File: config.mk
export PLATFORM = sky130hd
export DESIGN_NAME = ofdm_subcarrier_scheduler
export DESIGN_NICKNAME = d
export VERILOG_FILES = /design/src/rtl/ofdm_tx_pkg.sv /design/src/rtl/qam_mapper.sv /design/src/rtl/ofdm_subcarrier_scheduler.sv
export SDC_FILE = /design/constraint.sdc
export NUM_CORES = 1
export LEC_CHECK = 0
export ABC_AREA = 1
export CAP_MARGIN = 10
export CORE_MARGIN = 5
export CORE_UTILIZATION = 50
export DETAILED_ROUTE_END_ITERATION = 10
export HOLD_SLACK_MARGIN = 0.15
export PLACE_DENSITY = 0.76
export RECOVER_POWER = 25
export SLEW_MARGIN = 20
export SYNTH_ARGS = -nofsm -noshare
export SYNTH_HDL_FRONTEND = slang
export SYNTH_SLANG_ARGS = --single-unit
File: constraint.sdc
create_clock -name i_clk -period 4.59 [get_ports i_clk]
set_clock_uncertainty 0.2 [all_clocks]
set_input_delay 0.6885 -clock i_clk [delete_from_list [all_inputs] [get_ports i_clk]]
set_output_delay 0.6885 -clock i_clk [all_outputs]
set_load 0.01 [all_outputs]
File: src/rtl/ofdm_tx_pkg.sv
// ----------------------------------------------------------------------------
// ofdm_tx_pkg
// Shared types and constellation constants for the OFDM Tx subcarrier
// scheduler and its QAM mapper.
//   mod_order_e     : modulation order encoding (matches the 2-bit mod_order port)
//   carrier_class_e : per-carrier class (null / pilot / data)
//   sched_state_e   : scheduler FSM states
//   lvl16 / lvl64   : per-axis amplitude lookup for 16QAM / 64QAM
// ----------------------------------------------------------------------------
package ofdm_tx_pkg;

    typedef enum logic [1:0] {
        ModBpsk  = 2'd0,
        ModQpsk  = 2'd1,
        Mod16Qam = 2'd2,
        Mod64Qam = 2'd3
    } mod_order_e;

    typedef enum logic [1:0] {
        ClsNull  = 2'd0,
        ClsPilot = 2'd1,
        ClsData  = 2'd2
    } carrier_class_e;

    typedef enum logic [1:0] {
        StIdle = 2'd0,
        StSym  = 2'd1,
        StMap  = 2'd2,
        StDone = 2'd3
    } sched_state_e;

    localparam int L_BPSK  = 1039;
    localparam int L_QPSK  = 1039;
    localparam int A16     = 465;
    localparam int L_PILOT = 1039;
    localparam int L64_0   = 210;
    localparam int L64_1   = 630;
    localparam int L64_2   = 1050;
    localparam int L64_3   = 1470;

    // 16QAM axis: 0:-3A, 1:-A, 2:+3A, 3:+A (bit 1 is the sign)
    function automatic int lvl16(input logic [1:0] b);
        int mag;
        mag = b[0] ? A16 : 3 * A16;
        return b[1] ? mag : -mag;
    endfunction

    // 64QAM axis: bit 2 is the sign, bits [1:0] are Gray-coded magnitude
    function automatic int lvl64(input logic [2:0] b);
        int mag;
        case (b[1:0])
            2'b00:   mag = L64_3;
            2'b01:   mag = L64_2;
            2'b10:   mag = L64_0;
            default: mag = L64_1;
        endcase
        return b[2] ? mag : -mag;
    endfunction

endpackage

File: src/rtl/qam_mapper.sv
// ----------------------------------------------------------------------------
// qam_mapper
// Combinational constellation mapper. I takes the low half of the used bits,
// Q the high half; bits above the order's width are ignored.
// Ports:
//   i_mod_order : modulation order (BPSK/QPSK/16QAM/64QAM)
//   i_bits      : LSB-aligned bit word
//   o_i, o_q    : signed two's-complement I/Q levels
// ----------------------------------------------------------------------------
module qam_mapper
    import ofdm_tx_pkg::*;
#(
    parameter int unsigned MAX_BITS = 6,
    parameter int unsigned SAMPLE_W = 12
) (
    input  mod_order_e                  i_mod_order,
    input  logic [MAX_BITS-1:0]         i_bits,
    output logic signed [SAMPLE_W-1:0]  o_i,
    output logic signed [SAMPLE_W-1:0]  o_q
);

    int w_i;
    int w_q;

    always_comb begin
        w_i = 0;
        w_q = 0;
        unique case (i_mod_order)
            ModBpsk: begin
                w_i = i_bits[0] ? L_BPSK : -L_BPSK;
                w_q = 0;
            end
            ModQpsk: begin
                w_i = i_bits[0] ? L_QPSK : -L_QPSK;
                w_q = i_bits[1] ? L_QPSK : -L_QPSK;
            end
            Mod16Qam: begin
                w_i = lvl16(i_bits[1:0]);
                w_q = lvl16(i_bits[3:2]);
            end
            Mod64Qam: begin
                w_i = lvl64(i_bits[2:0]);
                w_q = lvl64(i_bits[5:3]);
            end
            default: begin
                w_i = 0;
                w_q = 0;
            end
        endcase
    end

    assign o_i = SAMPLE_W'(w_i);
    assign o_q = SAMPLE_W'(w_q);

endmodule

File: src/rtl/ofdm_subcarrier_scheduler.sv
// ----------------------------------------------------------------------------
// ofdm_subcarrier_scheduler
// Tx sequencer between the bit FIFO and the IFFT input buffer. For each OFDM
// symbol of a frame it walks carriers 0..N_FFT-1, classifies each as null,
// pilot or data, and emits one registered (sub_i, sub_q, sub_idx) sample per
// carrier on a valid/ready stream. Data carriers consume one bit word each.
// Build option: define OFDM_PILOT_EN to enable pilot carriers (every
// 2**PILOT_SHIFT carriers, consuming no bits); otherwise they carry data.
// Ports:
//   i_clk, i_rst     : clock, synchronous active-high reset
//   i_start          : begin frame (ignored while busy)
//   i_num_sym        : symbols per frame, sampled on start (0 means 1)
//   i_mod_order      : modulation order, latched at each symbol start
//   i_bits_data/valid, o_bits_ready : bit word input handshake
//   o_sub_i/q/idx, o_sub_valid, i_sub_ready, o_sym_last : sample stream
//   o_busy           : frame in progress
//   o_done           : one-cycle pulse after the frame's last sample is accepted
// ----------------------------------------------------------------------------
module ofdm_subcarrier_scheduler
    import ofdm_tx_pkg::*;
#(
    parameter int unsigned N_FFT       = 1024,
    parameter int unsigned N_USED      = 800,
    parameter int unsigned SAMPLE_W    = 12,
    parameter int unsigned MAX_BITS    = 6,
    parameter int unsigned SYM_CNT_W   = 8,
    parameter int unsigned PILOT_SHIFT = 3,
    localparam int unsigned IDX_W      = $clog2(N_FFT)
) (
    input  logic                        i_clk,
    input  logic                        i_rst,
    input  logic                        i_start,
    input  logic [SYM_CNT_W-1:0]        i_num_sym,
    input  logic [1:0]                  i_mod_order,
    input  logic [MAX_BITS-1:0]         i_bits_data,
    input  logic                        i_bits_valid,
    output logic                        o_bits_ready,
    output logic signed [SAMPLE_W-1:0]  o_sub_i,
    output logic signed [SAMPLE_W-1:0]  o_sub_q,
    output logic [IDX_W-1:0]            o_sub_idx,
    output logic                        o_sub_valid,
    input  logic                        i_sub_ready,
    output logic                        o_sym_last,
    output logic                        o_busy,
    output logic                        o_done
);

`ifdef OFDM_PILOT_EN
    localparam bit PilotEn = 1'b1;
`else
    localparam bit PilotEn = 1'b0;
`endif

    localparam logic [IDX_W-1:0] HalfUsed = IDX_W'(N_USED / 2);
    localparam logic [IDX_W-1:0] GuardHi  = IDX_W'(N_FFT - N_USED / 2);
    localparam logic [IDX_W-1:0] IdxLast  = IDX_W'(N_FFT - 1);

    sched_state_e               r_state;
    sched_state_e               w_state_d;

    mod_order_e                 r_mod;
    logic [SYM_CNT_W-1:0]       r_num_sym;
    logic [SYM_CNT_W-1:0]       r_sym_cnt;
    logic [IDX_W-1:0]           r_idx;
    // Set once carrier N_FFT-1 is in the output register; blocks further loads
    // until that sample is accepted and the next symbol starts.
    logic                       r_issued_all;

    logic signed [SAMPLE_W-1:0] r_sub_i;
    logic signed [SAMPLE_W-1:0] r_sub_q;
    logic [IDX_W-1:0]           r_sub_idx;
    logic                       r_sub_valid;
    logic                       r_sym_last;

    carrier_class_e             w_class;
    logic                       w_null;
    logic                       w_pilot_slot;
    logic                       w_slot_free;
    logic                       w_gen;
    logic                       w_bits_ready;
    logic                       w_load;
    logic                       w_idx_last;
    logic                       w_last_accept;
    logic                       w_last_sym;
    logic signed [SAMPLE_W-1:0] w_map_i;
    logic signed [SAMPLE_W-1:0] w_map_q;
    logic signed [SAMPLE_W-1:0] w_sel_i;
    logic signed [SAMPLE_W-1:0] w_sel_q;

    // ------------------------------------------------------------------------
    // Carrier classifier
    // ------------------------------------------------------------------------
    assign w_null       = (r_idx == '0) || ((r_idx > HalfUsed) && (r_idx < GuardHi));
    assign w_pilot_slot = (r_idx[PILOT_SHIFT-1:0] == '0);

    always_comb begin
        w_class = ClsData;
        if (w_null) begin
            w_class = ClsNull;
        end else if (PilotEn && w_pilot_slot) begin
            w_class = ClsPilot;
        end
    end

    // ------------------------------------------------------------------------
    // Handshake / load control
    // ------------------------------------------------------------------------
    assign w_slot_free   = !r_sub_valid || i_sub_ready;
    assign w_gen         = (r_state == StMap) && !r_issued_all;
    assign w_bits_ready  = w_gen && (w_class == ClsData) && w_slot_free;
    assign w_load        = w_gen && w_slot_free && ((w_class != ClsData) || i_bits_valid);
    assign w_idx_last    = (r_idx == IdxLast);
    assign w_last_accept = r_sub_valid && i_sub_ready && r_sym_last;
    assign w_last_sym    = (r_sym_cnt == r_num_sym - 1'b1);

    qam_mapper #(
        .MAX_BITS (MAX_BITS),
        .SAMPLE_W (SAMPLE_W)
    ) u_qam_mapper (
        .i_mod_order (r_mod),
        .i_bits      (i_bits_data),
        .o_i         (w_map_i),
        .o_q         (w_map_q)
    );

    always_comb begin
        w_sel_i = '0;
        w_sel_q = '0;
        if (w_class == ClsData) begin
            w_sel_i = w_map_i;
            w_sel_q = w_map_q;
        end else if (w_class == ClsPilot) begin
            w_sel_i = SAMPLE_W'(L_PILOT);
            w_sel_q = '0;
        end
    end

    // ------------------------------------------------------------------------
    // FSM
    // ------------------------------------------------------------------------
    always_ff @(posedge i_clk) begin
        if (i_rst) begin
            r_state <= StIdle;
        end else begin
            r_state <= w_state_d;
        end
    end

    always_comb begin
        w_state_d = r_state;
        unique case (r_state)
            StIdle: begin
                if (i_start) begin
                    w_state_d = StSym;
                end
            end
            StSym: begin
                w_state_d = StMap;
            end
            StMap: begin
                if (w_last_accept) begin
                    w_state_d = w_last_sym ? StDone : StSym;
                end
            end
            StDone: begin
                w_state_d = StIdle;
            end
            default: begin
                w_state_d = StIdle;
            end
        endcase
    end

    // ------------------------------------------------------------------------
    // Counters, latched configuration and output register
    // ------------------------------------------------------------------------
    always_ff @(posedge i_clk) begin
        if (i_rst) begin
            r_mod        <= ModBpsk;
            r_num_sym    <= '0;
            r_sym_cnt    <= '0;
            r_idx        <= '0;
            r_issued_all <= 1'b0;
            r_sub_i      <= '0;
            r_sub_q      <= '0;
            r_sub_idx    <= '0;
            r_sub_valid  <= 1'b0;
            r_sym_last   <= 1'b0;
        end else begin
            if ((r_state == StIdle) && i_start) begin
                r_num_sym <= (i_num_sym == '0) ? SYM_CNT_W'(1) : i_num_sym;
                r_sym_cnt <= '0;
            end

            if (r_state == StSym) begin
                r_mod        <= mod_order_e'(i_mod_order);
                r_idx        <= '0;
                r_issued_all <= 1'b0;
            end

            if (w_load) begin
                r_sub_i     <= w_sel_i;
                r_sub_q     <= w_sel_q;
                r_sub_idx   <= r_idx;
                r_sub_valid <= 1'b1;
                r_sym_last  <= w_idx_last;
                r_idx       <= r_idx + 1'b1;
                if (w_idx_last) begin
                    r_issued_all <= 1'b1;
                end
            end else if (i_sub_ready) begin
                r_sub_valid <= 1'b0;
                r_sym_last  <= 1'b0;
            end

            if ((r_state == StMap) && w_last_accept && !w_last_sym) begin
                r_sym_cnt <= r_sym_cnt + 1'b1;
            end
        end
    end

    assign o_bits_ready = w_bits_ready;
    assign o_sub_i      = r_sub_i;
    assign o_sub_q      = r_sub_q;
    assign o_sub_idx    = r_sub_idx;
    assign o_sub_valid  = r_sub_valid;
    assign o_sym_last   = r_sym_last;
    assign o_busy       = (r_state != StIdle);
    assign o_done       = (r_state == StDone);

endmodule

==> results_dict.tcl, run 1 <==
set metrics [dict create \
    slew_violations 0 \
    grt_usage 0.212 \
    via_count 3566 \
    preCtsSetupSlack_ns 1.33 \
    die_area_sq_um 9040 \
    critical_path_arrival_ns 2.44 \
    setup_viol_count_final 0 \
    max_stage_delay_ns 0.53 \
    start_util 0.507 \
    powerDensity_nw_per_um2 327 \
    tns_ns 0 \
    hold_viol 0 \
    critPathMaxFanout 2 \
    synthesis.nets 558 \
    n_antenna_cell 0 \
    multi_input_area_sq_um 1970 \
    netlist_area_sq_um 3620 \
    ios 60 \
    seqCellArea_sq_um 1340 \
    ys_types 34 \
    critPathKind "input port to primary output" \
    status "finished clean" \
    clockBufferDepth 2 \
    layout_min_cycle_time_ns 3.33 \
    r2r_slack_ns 2.23 \
    cts_resized 0 \
    core_sq_um 7140 \
    rows 31 \
    n_fill_cell 689 \
    pwr-share-comb 0.187 \
    swShare 0.281 \
    antenna_found_initial 0 \
    path_clk_slew_ns 0.07 \
    syn_inst 521 \
    min_period_over_period 0.725 \
    crit_path_end_kind "primary output" \
    drive_gt1_frac 0.0536 \
    grt_pass1_vias 3367 \
    syn2layout_area_growth_pct 23.4 \
    cts-root-buf "clkbuf_8" \
    first_pass_iters 5 \
    ys_seq_elements 67 \
    final_antenna_net_count 0 \
    p_switching_uw 411 \
    hold_buffers 0 \
    seq_area_frac_synth 0.371 \
    yosysWarnings 0 \
    cp-start-kind "input port" \
    max_freq_mhz 301 \
    fp.dieW_microns 95.1 \
    max_slew.worst_pin.slew_ns 0.902 \
    grt_pass1_wl_microns 15500 \
    peakVddDrop_mv 0.163 \
    hold_ws_ns 0.265 \
    grt_max_degree 48 \
    rsz0062_at_grt "no" \
    die_y_microns 95.1 \
    cts_setup_buffers 0 \
    final_nets 610 \
    seqPwrFrac 0.432 \
    min_path_type "register to register" \
    drc 0 \
    grt_overflow 0 \
    clock_power_share 0.381 \
    critPathRequiredTime_ns 3.70 \
    vias_per_cell 5.27 \
    internal-power_uw 1050 \
    cp_slowest_cell "clkdlybuf4s50_1" \
    cp_cell_sequence "clkdlybuf4s50_1, inv_1, nand2_1, inv_1, nor3_2, nand2_2, inv_1, clkdlybuf4s50_1" \
    cts_tree "yes" \
    syn_avg_cell_area_sq_um 6.95 \
    leakage_uw 0.00181 \
    gp_congestion 0.894 \
    crit_top_cell "inv_1" \
    slew_headroom 0.398 \
    cts_htree_levels 3 \
    maxCapViolCount 0 \
    clock_latency_ns 0.34 \
    clock_sinks 67 \
    cts_made_buffers 9 \
    port_buffers 59 \
    wl_per_cell_microns 13.6 \
    drtIter0Drc 212 \
    hpwl_microns 6640 \
    setup_slack_ns 1.26 \
    wirelength_microns 9230 \
]
## path summary, 6_finish.rpt
kind,start,to,cells after the start
setup reg to reg,r_idx[0],o_sym_last,10
hold reg to reg,o_sub_q[6],o_sub_q[6],2
setup / recovery,i_sub_ready,o_bits_ready,8
hold / removal,o_sub_q[6],o_sub_q[6],2
## cell families after synthesis
family          share of synthesized area
simple gates                        0.270
compound gates                      0.194
buf+inv                            0.0857
flops                               0.371
fa+ha+maj                          0.0553
xor+xnor                           0.0242
## per-stage QoR
stage	utilization	instance area, sq um	instances	power, uW
global placement	0.594	4240	661	915
finish	0.626	4470	677	1460
detailed placement	0.594	4240	661	921
CTS	0.626	4470	677	1480
floorplan	-	3620	521	824
global route	0.626	4470	677	1540
## state kept, by name, summed over array words and instances, names as in the netlist
| signal | count |
|---|---|
| o_sub_q | 12 |
| o_sub_valid | 1 |
| r_mod | 2 |
| r_num_sym | 8 |
| o_sub_i | 12 |
| o_sub_idx | 10 |
| r_sym_cnt | 8 |
| r_state | 2 |
| o_sym_last | 1 |
| r_issued_all | 1 |
| r_idx | 10 |
## power groups by stage
stage / Sequential, uW / Clock [uW] / Combinational [uW]
floorplan: 649 / 0 / 175
global placement: 644 / 0 / 271
detailed placement: 645 / 0 / 276
CTS: 632 / 568 / 278
global route: 635 / 593 / 308
finish: 631 / 558 / 273
## synthesized netlist by cell type
cell	instances	area, sq um
a221oi_1	1	8.76
nand3_2	2	20.0
inv_1	48	180
xnor2_1	5	43.8
buf_2	4	20.0
ha_1	16	200
nand4_1	3	18.8
buf_6	4	45.0
buf_1	1	3.75
nor2_4	1	11.3
clkinv_1	1	3.75
nand2_4	1	11.3
dfxtp_1	67	1340
o211ai_1	4	30.0
a31oi_1	3	18.8
o21ai_1	2	10.0
or2_2	1	6.26
nand2_2	3	18.8
nor2_2	1	6.26
a211oi_1	2	15.0
nor2_1	60	225
a21oi_1	70	350
nand2_1	81	304
xor2_1	5	43.8
o2111ai_1	1	8.76
nor3_1	6	30.0
inv_2	3	11.3
nor4_1	1	6.26
clkbuf_1	11	41.3
nand3b_1	6	45.0
clkinv_2	1	5.00
o21ai_0	52	260
nand3_1	53	265
nor3_2	1	10.0
## metal layers
metal / part of all wire / up-vias / GRT usage
met5: 0 / - / 0
met4: 0.0076 / 0 / 0.0397
met3: 0.063 / 9 / 0.0560
met2: 0.46 / 99 / 0.355
met1: 0.46 / 1621 / 0.278
li1: - / 1837 / -
## critical path, delay by kind of cell
family / cells / cell delay [ns]
and+or+nand+nor: 3 / 0.57
buffers and inverters: 5 / 1.18
## final cells by class
| class | instances | area share |
|---|---|---|
| Multi-Input combinational cell | 381 | 0.441 |
| Sequential cell | 67 | 0.300 |
| Timing Repair Buffer | 61 | 0.136 |
| Inverter | 53 | 0.0448 |
| Clock buffer | 12 | 0.0347 |
| Tap cell | 99 | 0.0277 |
| Clock inverter | 4 | 0.0162 |
## layout by cell type, fill, tap and decap left out, types with 2 or more instances in the layout
| cell type | Yosys | routed |
|---|---|---|
| inv_2 | 3 | 3 |
| nand3_1 | 53 | 53 |
| nand4_1 | 3 | 3 |
| clkbuf_8 | 0 | 11 |
| a31oi_1 | 3 | 3 |
| clkinv_2 | 1 | 2 |
| a21oi_1 | 70 | 70 |
| o21ai_0 | 52 | 52 |
| buf_4 | 0 | 2 |
| nor3_1 | 6 | 6 |
| xor2_1 | 5 | 5 |
| nand3_2 | 2 | 2 |
| a211oi_1 | 2 | 2 |
| xnor2_1 | 5 | 5 |
| clkdlybuf4s50_1 | 0 | 34 |
| dlygate4sd3_1 | 0 | 25 |
| inv_1 | 48 | 48 |
| o211ai_1 | 4 | 4 |
| nand2_1 | 81 | 81 |
| o21ai_1 | 2 | 2 |
| ha_1 | 16 | 16 |
| nor2_1 | 60 | 60 |
| dfxtp_1 | 67 | 67 |
| nand3b_1 | 6 | 6 |
| bufinv_16 | 0 | 2 |
| nand2_2 | 3 | 3 |
Power figures use the tool's default switching activity.
==> run 2, diff against run 1 <==
clock period = 3.1 ns   (was 4.59 ns; I/O delays follow)
==> results_dict.tcl, run 2 (synthesis gave the netlist of run 1 again) <==
set metrics [dict create \
    fp.dieW_microns 95.1 \
    dp.cells 662 \
    final_cell_mix "81 x nand2_1, 70 x a21oi_1, 67 x dfxtp_1" \
    final_antenna_net_count 0 \
    rows 31 \
    maxCapViolCount 0 \
    stdcell_count 678 \
    cts_setup_buffers 0 \
    powerDensity_nw_per_um2 472 \
    grt_pass1_wl_microns 15100 \
    port_buffers 59 \
    first_pass_iters 5 \
    internal-power_uw 1480 \
    status "finished clean" \
    critPathMaxFanout 8 \
    wl_per_cell_microns 13.4 \
    core_sq_um 7140 \
    critPathRequiredTime_ns 2.43 \
    r2r_end "r_sym_cnt[6]" \
    layout_min_cycle_time_ns 2.92 \
    fin_area_sq_um 4470 \
    seqCellArea_sq_um 1340 \
    max_freq_mhz 342 \
    swShare 0.297 \
    drc 0 \
    grt_max_degree 35 \
    hold_ws_ns 0.264 \
    r2r_slack_ns 0.87 \
    die_y_microns 95.1 \
    peakVddDrop_mv 0.242 \
    cts_htree_levels 3 \
    vias_per_cell 5.33 \
    min_period_over_period 0.943 \
    rsz0062_at_grt "no" \
    clock_sinks 67 \
    critPathKind "register to primary output" \
    cp-start-kind "register" \
    slew_violations 0 \
    slew_headroom 0.405 \
    drtIter0Drc 196 \
    r2r_start "r_num_sym[0]" \
    seqPwrFrac 0.443 \
    cts_resized 0 \
    drive_gt1_frac 0.0570 \
    cts-root-buf "clkbuf_8" \
    finish.utilization 0.627 \
    hold_buffers 0 \
    gp_congestion 0.900 \
    path_clk_slew_ns 0.08 \
    tns_ns 0 \
    max_slew.worst_pin.slew_ns 0.892 \
    n_fill_cell 673 \
    p_switching_uw 627 \
    hpwl_microns 6510 \
    multi_input_area_sq_um 1970 \
    die_area_sq_um 9040 \
    crit_path_end_kind "primary output" \
    place_area_sq_um 4260 \
    min_path_type "register to register" \
    clock_power_share 0.363 \
    antenna_found_initial 0 \
    final_nets 611 \
    grt_usage 0.209 \
    clockBufferDepth 2 \
    grt_overflow 0 \
    critical_path_arrival_ns 2.26 \
    layout_commonest_cell "nand2_1" \
    pwr-share-comb 0.194 \
    cts_made_buffers 9 \
    hold_viol 0 \
    rr_worst_depth 12 \
    via_count 3616 \
    wirelength_microns 9110 \
    crit_end "o_bits_ready" \
    grt_pass1_vias 3303 \
    cts_tree "yes" \
    n_antenna_cell 0 \
    startpoint "r_idx[0]" \
    clock_latency_ns 0.35 \
    syn2layout_area_growth_pct 23.5 \
    ios 60 \
    leakage_uw 0.00182 \
    start_util 0.507 \
    setup_viol_count_final 0 \
]
==> run 2: worst min-delay path by stage <==
stage	to	cells past startpoint	from	slack (ns)
after detailed placement	o_sub_q[10]	2	o_sub_q[10]	0.26
final	o_sub_q[8]	2	o_sub_q[8]	0.26
after CTS	o_sub_q[10]	2	o_sub_q[10]	0.27
after floorplan	r_num_sym[1]	2	r_num_sym[1]	0.25
after global placement	o_sub_i[3]	2	o_sub_i[3]	0.25
after global routing	o_sub_q[8]	2	o_sub_q[8]	0.29
==> run 2: critical path, cell delays in order (launching register included) <==
cell,delay (ns)
dfxtp_1,0.34
inv_1,0.10
ha_1,0.18
nand3_1,0.08
o21ai_1,0.17
nand3_2,0.10
nand2_2,0.17
clkinv_2,0.13
nand2_2,0.12
inv_1,0.05
clkdlybuf4s50_1,0.47
==> run 2: per-stage QoR <==
step           power (uW)  worst slack [ns]
6_report             2110             0.176
5_1_grt              2210            0.0248
4_1_cts              2130             0.158
3_5_place_dp         1370             0.330
3_3_place_gp         1360             0.320
2_1_floorplan        1220              1.18
==> run 2: power groups by stage <==
stage / clock, uW / combinational (uW) / sequential [uW]
floorplan: 0 / 260 / 961
finish: 765 / 409 / 934
global placement: 0 / 405 / 954
global route: 813 / 461 / 940
detailed placement: 0 / 413 / 955
CTS: 779 / 416 / 935
==> run 2: layout make-up <==
cell class | instances | share of cell area
clock buffer | 11 | 0.0339
clock inverter | 5 | 0.0137
inverter | 53 | 0.0448
multi-input combinational | 381 | 0.440
sequential | 67 | 0.300
tap | 99 | 0.0277
timing repair buffer | 62 | 0.140
==> run 2: layer usage <==
metal	global-route usage	vias up	routed length, microns
li1	-	1847	-
met1	0.292	1659	4400
met2	0.320	96	4120
met3	0.0284	14	427
met4	0.0925	0	168
met5	0	-	0
==> run 3, diff against run 2 <==
GPL_ROUTABILITY_DRIVEN = 0   (was not set)
==> results_dict.tcl, run 3 (synthesis gave the netlist of run 1 again) <==
set metrics [dict create \
    layout_min_cycle_time_ns 2.91 \
    crit_path_end_kind "primary output" \
    cts-root-buf "clkbuf_8" \
    setup_viol_count_final 0 \
    wl_met2_microns 3990 \
    min_path_type "register to register" \
    hold_buffers 0 \
    wirelength_microns 9000 \
    r2r_slack_ns 0.86 \
    final_antenna_net_count 0 \
    layout_commonest_cell "nand2_1" \
    final_nets 611 \
    critPathMaxFanout 8 \
    r2r_start "r_num_sym[0]" \
    cts_setup_buffers 0 \
    drive_gt1_frac 0.0553 \
    drc 0 \
    peakVddDrop_mv 0.235 \
    grt_pass1_vias 3351 \
    hold_viol 0 \
    clock_sinks 67 \
    via_count 3592 \
    wl_per_cell_microns 13.3 \
    n_antenna_cell 0 \
    slew_headroom 0.388 \
    grt_overflow 0 \
    path_clk_slew_ns 0.07 \
    start_util 0.507 \
    clockBufferDepth 2 \
    worstHoldEndpoint "o_sub_q[9]" \
    grt_pass1_wl_microns 15000 \
    critPathRequiredTime_ns 2.43 \
    finish.utilization 0.627 \
    place_area_sq_um 4260 \
    max_freq_mhz 343 \
    slew_violations 0 \
    hpwl_microns 6410 \
    critPathKind "register to primary output" \
    antenna_found_initial 0 \
    hold_ws_ns 0.264 \
    die_area_sq_um 9040 \
    holdPathStages 2 \
    min_from "o_sub_q[9]" \
    r2r_end "r_sym_cnt[0]" \
    core_sq_um 7140 \
    wl_met1_microns 4250 \
    first_pass_iters 5 \
    status "finished clean" \
    rsz0062_at_grt "no" \
    drtIter0Drc 262 \
    cts_made_buffers 9 \
    leakage_uw 0.00182 \
    tns_ns 0 \
    maxCapViolCount 0 \
    vias_per_cell 5.30 \
    critical_path_arrival_ns 2.25 \
    top_layer "met4" \
    cts_resized 0 \
    grt_max_degree 35 \
    syn2layout_area_growth_pct 23.6 \
    die_y_microns 95.1 \
    cts_htree_levels 3 \
    cp-start-kind "register" \
    fp.dieW_microns 95.1 \
    max_slew.worst_pin.slew_ns 0.917 \
    rows 31 \
    dr_wl_met3_microns 541 \
    min_period_over_period 0.940 \
    powerDensity_nw_per_um2 472 \
    grt_usage 0.208 \
    cts_tree "yes" \
    ios 60 \
    rr_worst_depth 12 \
    port_buffers 59 \
    final_cell_mix "81 x nand2_1, 70 x a21oi_1, 67 x dfxtp_1" \
    fin_area_sq_um 4470 \
    clock_latency_ns 0.35 \
]
## run 3: changes by cell type in the layout (fill, tap and decap cells not counted)
cell and change:
clkinv_4 -1, clkinvlp_4 -1, clkbuf_1 +1, clkbuf_8 +1
## run 3: worst max path at each step
stage	from	endpoint	slack, ns	cells past startpoint
6_report	r_idx[0]	o_bits_ready	0.19	10
5_1_grt	r_idx[0]	o_bits_ready	0.008	10
3_3_place_gp	i_sub_ready	o_bits_ready	0.33	8
2_1_floorplan	r_idx[0]	o_bits_ready	1.18	9
4_1_cts	r_idx[0]	o_bits_ready	0.17	10
3_5_place_dp	i_sub_ready	o_bits_ready	0.32	8
## run 3: stage by stage
step           total power [uW]  std cells  setup WS (ns)
3_3_place_gp               1360        662          0.328
4_1_cts                    2130        678          0.170
3_5_place_dp               1370        662          0.320
2_1_floorplan              1220        521           1.18
5_1_grt                    2220        678        0.00771
6_report                   2110        678          0.186
## run 3: metal layers
| layer | track usage | up-vias |
|---|---|---|
| met5 | 0 | - |
| met4 | 0.0986 | 0 |
| met3 | 0.0387 | 19 |
| met2 | 0.327 | 109 |
| met1 | 0.277 | 1615 |
| li1 | - | 1849 |
## run 3: worst max-delay path, cell delays in order, from the launching register on
cell	delay, ns
dfxtp_1	0.34
inv_1	0.10
ha_1	0.18
nand3_1	0.09
o21ai_1	0.17
nand3_2	0.09
nand2_2	0.17
clkinv_2	0.13
nand2_2	0.12
inv_1	0.05
clkdlybuf4s50_1	0.47
## run 3: cell type report
class                   instances  area [sq um]
fillers                       660          2660
multi-input cells             381          1970
flip-flops and latches         67          1340
repair buffers                 62           626
inverters                      53           200
clock buffers                  13           169
well taps                      99           124
clock inverters                 3          45.0
## run 3: power by group
group / internal (uW) / switching [uW]
logic: 160 / 247
clock network: 438 / 332
registers: 905 / 29.5
